==> src/rtl/wb_regfile.sv <==
// Write-back select, 32x32 architectural register file and retire counter of the MIPS pipeline.
// Optional write-through read bypass: define WB_REGFILE_BYPASS_EN.
module wb_regfile #(
    parameter int DATA_W = 32,
    parameter int NREG   = 32,
    parameter int CNT_W  = 32,
    parameter int AW     = $clog2(NREG)
) (
    input  logic              clock,
    input  logic              reset,
    input  logic [DATA_W-1:0] WB_c,
    input  logic [DATA_W-1:0] WB_data_read,
    input  logic [DATA_W-1:0] WB_pc,
    input  logic [1:0]        WB_s_data_write,
    input  logic [AW-1:0]     WB_num_write,
    input  logic              WB_reg_write,
    input  logic [AW-1:0]     num_read1,
    input  logic [AW-1:0]     num_read2,
    output logic [DATA_W-1:0] data_read1,
    output logic [DATA_W-1:0] data_read2,
    output logic [DATA_W-1:0] wb_data,
    output logic [CNT_W-1:0]  retire_count
);

    logic [DATA_W-1:0] regs [1:NREG-1];
    logic              wr_fire;
    logic              retire;

    always_comb begin
        wb_data = WB_c;
        case (WB_s_data_write)
            2'b01:   wb_data = WB_data_read;
            2'b10:   wb_data = WB_pc + DATA_W'(4);
            default: wb_data = WB_c;
        endcase
    end

    assign wr_fire = reset && WB_reg_write && (WB_num_write != '0);
    // A zero PC marks a bubble injected by MEM/WB reset or flush.
    assign retire  = WB_pc != '0;

    always_ff @(posedge clock) begin
        if (!reset) begin
            for (int i = 1; i < NREG; i++) begin
                regs[i] <= '0;
            end
        end else if (wr_fire) begin
            regs[WB_num_write] <= wb_data;
        end
    end

    always_ff @(posedge clock) begin
        if (!reset) begin
            retire_count <= '0;
        end else if (retire) begin
            retire_count <= retire_count + CNT_W'(1);
        end
    end

    // Reads are forced to zero while reset is held so no stale value escapes before the clearing edge.
    always_comb begin
        data_read1 = '0;
        if (reset && (num_read1 != '0)) begin
            data_read1 = regs[num_read1];
`ifdef WB_REGFILE_BYPASS_EN
            if (wr_fire && (num_read1 == WB_num_write)) begin
                data_read1 = wb_data;
            end
`endif
        end
    end

    always_comb begin
        data_read2 = '0;
        if (reset && (num_read2 != '0)) begin
            data_read2 = regs[num_read2];
`ifdef WB_REGFILE_BYPASS_EN
            if (wr_fire && (num_read2 == WB_num_write)) begin
                data_read2 = wb_data;
            end
`endif
        end
    end

endmodule

==> config.mk <==
export PLATFORM = sky130hd
export DESIGN_NAME = wb_regfile
export DESIGN_NICKNAME = d
export VERILOG_FILES = /design/src/rtl/wb_regfile.sv
export SDC_FILE = /design/constraint.sdc
export NUM_CORES = 2
export LEC_CHECK = 0
export ABC_AREA = 0
export CAP_MARGIN = 30
export CORE_UTILIZATION = 50
export CTS_CLUSTER_SIZE = 10
export DETAILED_ROUTE_END_ITERATION = 16
export PLACE_DENSITY = 0.73
export SLEW_MARGIN = 10
export SYNTH_ARGS = -nofsm -noshare
export SYNTH_HDL_FRONTEND = slang
export SYNTH_SLANG_ARGS = --single-unit
==> constraint.sdc <==
create_clock -name clock -period 6.59 [get_ports clock]
set_input_delay 1.318 -clock clock [delete_from_list [all_inputs] [get_ports clock]]
set_output_delay 1.318 -clock clock [all_outputs]
set_load 0.05 [all_outputs]
==> results.yml <==
worst_setup_path:
  crit_type: "input pin to output pin"
  r2r_setup_slack_ns: 3.91
  crit_required_ns: 5.27
  cp-end-kind: "output pin"
  r2r_end: "retire_count[31]"
  worstPathArrival_ns: 4.51
  r2r_cells: 5
  reg2reg_from: "retire_count[7]"
  critPathMaxFanout: 21
  start_kind: "input pin"
timing:
  slew_violations: 0
  fin_skew_ns: 0.00966
  fin_crit_ns: 5.83
  timing.setup.tns_ns: 0
  finalHoldViolations: 0
  rsz0062_at_grt: "false"
  finalSetupViolCount: 0
  slew_headroom: 0.329
  worst_slew_pin_slew_ns: 1.00
  fmax_ghz: 0.171
  min_period_over_period: 0.885
route:
  drt_wl_total_mm: 186
  drt_iter0_markers: 5716
  wire_per_inst_um: 33.7
  drtAntennaViolNets: 0
  firstDrtPassIters: 7
  vias: 38500
  drc: 0
  vias_per_cell: 6.97
synth:
  ys.flop_type: "edfxtp_1"
  ys_ff_latch: 1056
  synth.distinct_cells: 69
  yosysSeqAreaShare: 0.571
  netlist_area_um2: 55000
  synth.area.top_cells: "edfxtp_1 (56%), mux4_2 (21%), nor2_1 (7.0%)"
  synth-edff-count: 1024
  synth-async-reset-ratio: 0
  yosysWarningCount: 0
  synth_top_cell_area_share: 0.559
  yosys.area.top_type: "edfxtp_1"
  synth_area_per_cell_um2: 14.1
  syn_inst: 3905
power_and_ir_drop:
  leakage_nw: 22.1
  ir_drop_uv: 247
  power_mw: 16.3
  p_per_area_nw_per_um2: 260
floorplanning:
  dieArea_um2: 111000
  core_um2: 109000
  start_util: 0.505
  die_w_um: 334
  ios: 244
  die_h_um: 334
  rows: 121
hold_path:
  hold_depth: 2
  min_path_type: "register to register"
  hold_path_end: "retire_count[1]"
  hp-start: "retire_count[1]"
clock_tree:
  cts-root-buf: "clkbuf_16"
  cts_resized: 0
  numCtsBuffers: 118
  postCtsHoldBufs: 0
  cts_sinks: 1056
  postCtsSetupRepairBufs: 0
  cts_htree_levels: 3
  cts_tree: "yes"
  path_clk_slew_ns: 0.05
  cts.path.max_buffers: 3
  clock_latency_ns: 0.71
placement:
  io_buffer_count: 243
  gp_congestion: 0.903
  placed_area_um2: 59600
  dp_cells: 5358
  post-dp-hpwl_mm: 112
final_layout:
  layout.cells.non_filler: 5518
  layout_common_cells: "edfxtp_1 (1024), nor2_1 (1022), mux4_2 (512), mux2i_1 (263), buf_4 (201)"
  drive_gt1_frac: 0.257
  fillers: 8315
  multiInputGateArea_um2: 22300
  fin_area_um2: 62800
  final_util: 0.577
  layout.nets: 4188
  area_growth_pct: 14.2
  seq_area_um2: 31400
  layout_commonest_cell: "edfxtp_1"
status:
  outcome: "finished clean"
global_route:
  antenna_found_initial: 9
  grt_pass1_vias: 37500
  grt_max_degree: 94
  overflow: 0
  grt.total_usage: 0.331
  grt_first_pass_wirelength_mm: 263
run:
  drv_cap: 0
-- power breakdown --
part           switching [mW]  internal (mW)
combinational            1.59           1.04
clock                    2.56           3.22
sequential              0.189           7.74
-- metrics by stage --
stage          worst slack, ns  hold WS (ns)
2_1_floorplan             2.01         0.688
3_3_place_gp             0.750         0.465
3_5_place_dp             0.769         0.483
4_1_cts                  0.765         0.491
5_1_grt                  0.632         0.507
6_report                 0.759         0.495
-- registers in the layout, summed over array words and instances (netlist names) --
signal / cells
retire_count: 32
regs: 1024
-- critical path: stages --
cell             delay, ns
clkdlybuf4s50_1       0.49
inv_1                 0.06
ha_2                  0.68
inv_1                 0.42
and3_1                0.26
a21oi_1               0.12
nor3b_4               0.69
inv_1                 0.21
buf_4                 0.25
-- layer usage --
layer / wire length (um) / GRT usage / vias up
met5: 130 / 0 / -
met4: 10400 / 0.164 / 20
met3: 26400 / 0.0894 / 598
met2: 87000 / 0.525 / 3187
met1: 62200 / 0.424 / 19500
li1: - / - / 15200
-- synth_stat cells, types with 7 or more instances --
cell type,n
nor3_1,15
or2_2,64
nand3b_1,7
nor2_1,1030
and3_1,20
or3_1,12
xnor2_1,8
mux4_2,512
xor2_1,13
nor4_1,14
o21ai_1,7
clkbuf_1,218
o22ai_1,128
nand4_1,17
and2_1,7
o21ai_0,26
inv_1,39
edfxtp_1,1024
dfxtp_1,32
nand2_1,107
nand3_1,25
a21oi_1,31
buf_1,36
buf_2,138
o221ai_1,8
mux2i_1,263
-- area by class of cell --
class / count / share of cell area
Clock buffer: 142 / 0.0491
Inverter: 45 / 0.00269
Tap cell: 1414 / 0.0282
Multi-Input combinational cell: 2442 / 0.354
Clock inverter: 12 / 0.00123
Sequential cell: 1056 / 0.500
Timing Repair Buffer: 404 / 0.0651
Antenna cell: 3 / 0.000119
-- logic make-up (layout without fill, tap and decap cells) --
kind of cell,Yosys count,after routing,synth area share
AO/OA/AOI/OAI,247,247,0.0290
XOR/XNOR,21,21,0.00334
adder cells (fa/ha/maj),5,5,0.00114
buffers and inverters,438,603,0.0331
flip-flops,1056,1056,0.571
multiplexers,775,775,0.257
other,1,35,0.0000682
AND/OR/NAND/NOR,1362,1362,0.105
-- worst max path at each step --
stage                            start          end  slack (ns)  cells past startpoint
global route        WB_s_data_write[0]  wb_data[15]        0.63                      9
global placement    WB_s_data_write[0]  wb_data[15]        0.75                      9
finish              WB_s_data_write[0]  wb_data[15]        0.76                      9
CTS                 WB_s_data_write[0]  wb_data[15]        0.77                      9
detailed placement  WB_s_data_write[0]  wb_data[15]        0.77                      9
floorplan                    WB_pc[12]  wb_data[18]        2.01                      7
(Power assumes the default switching activity.)
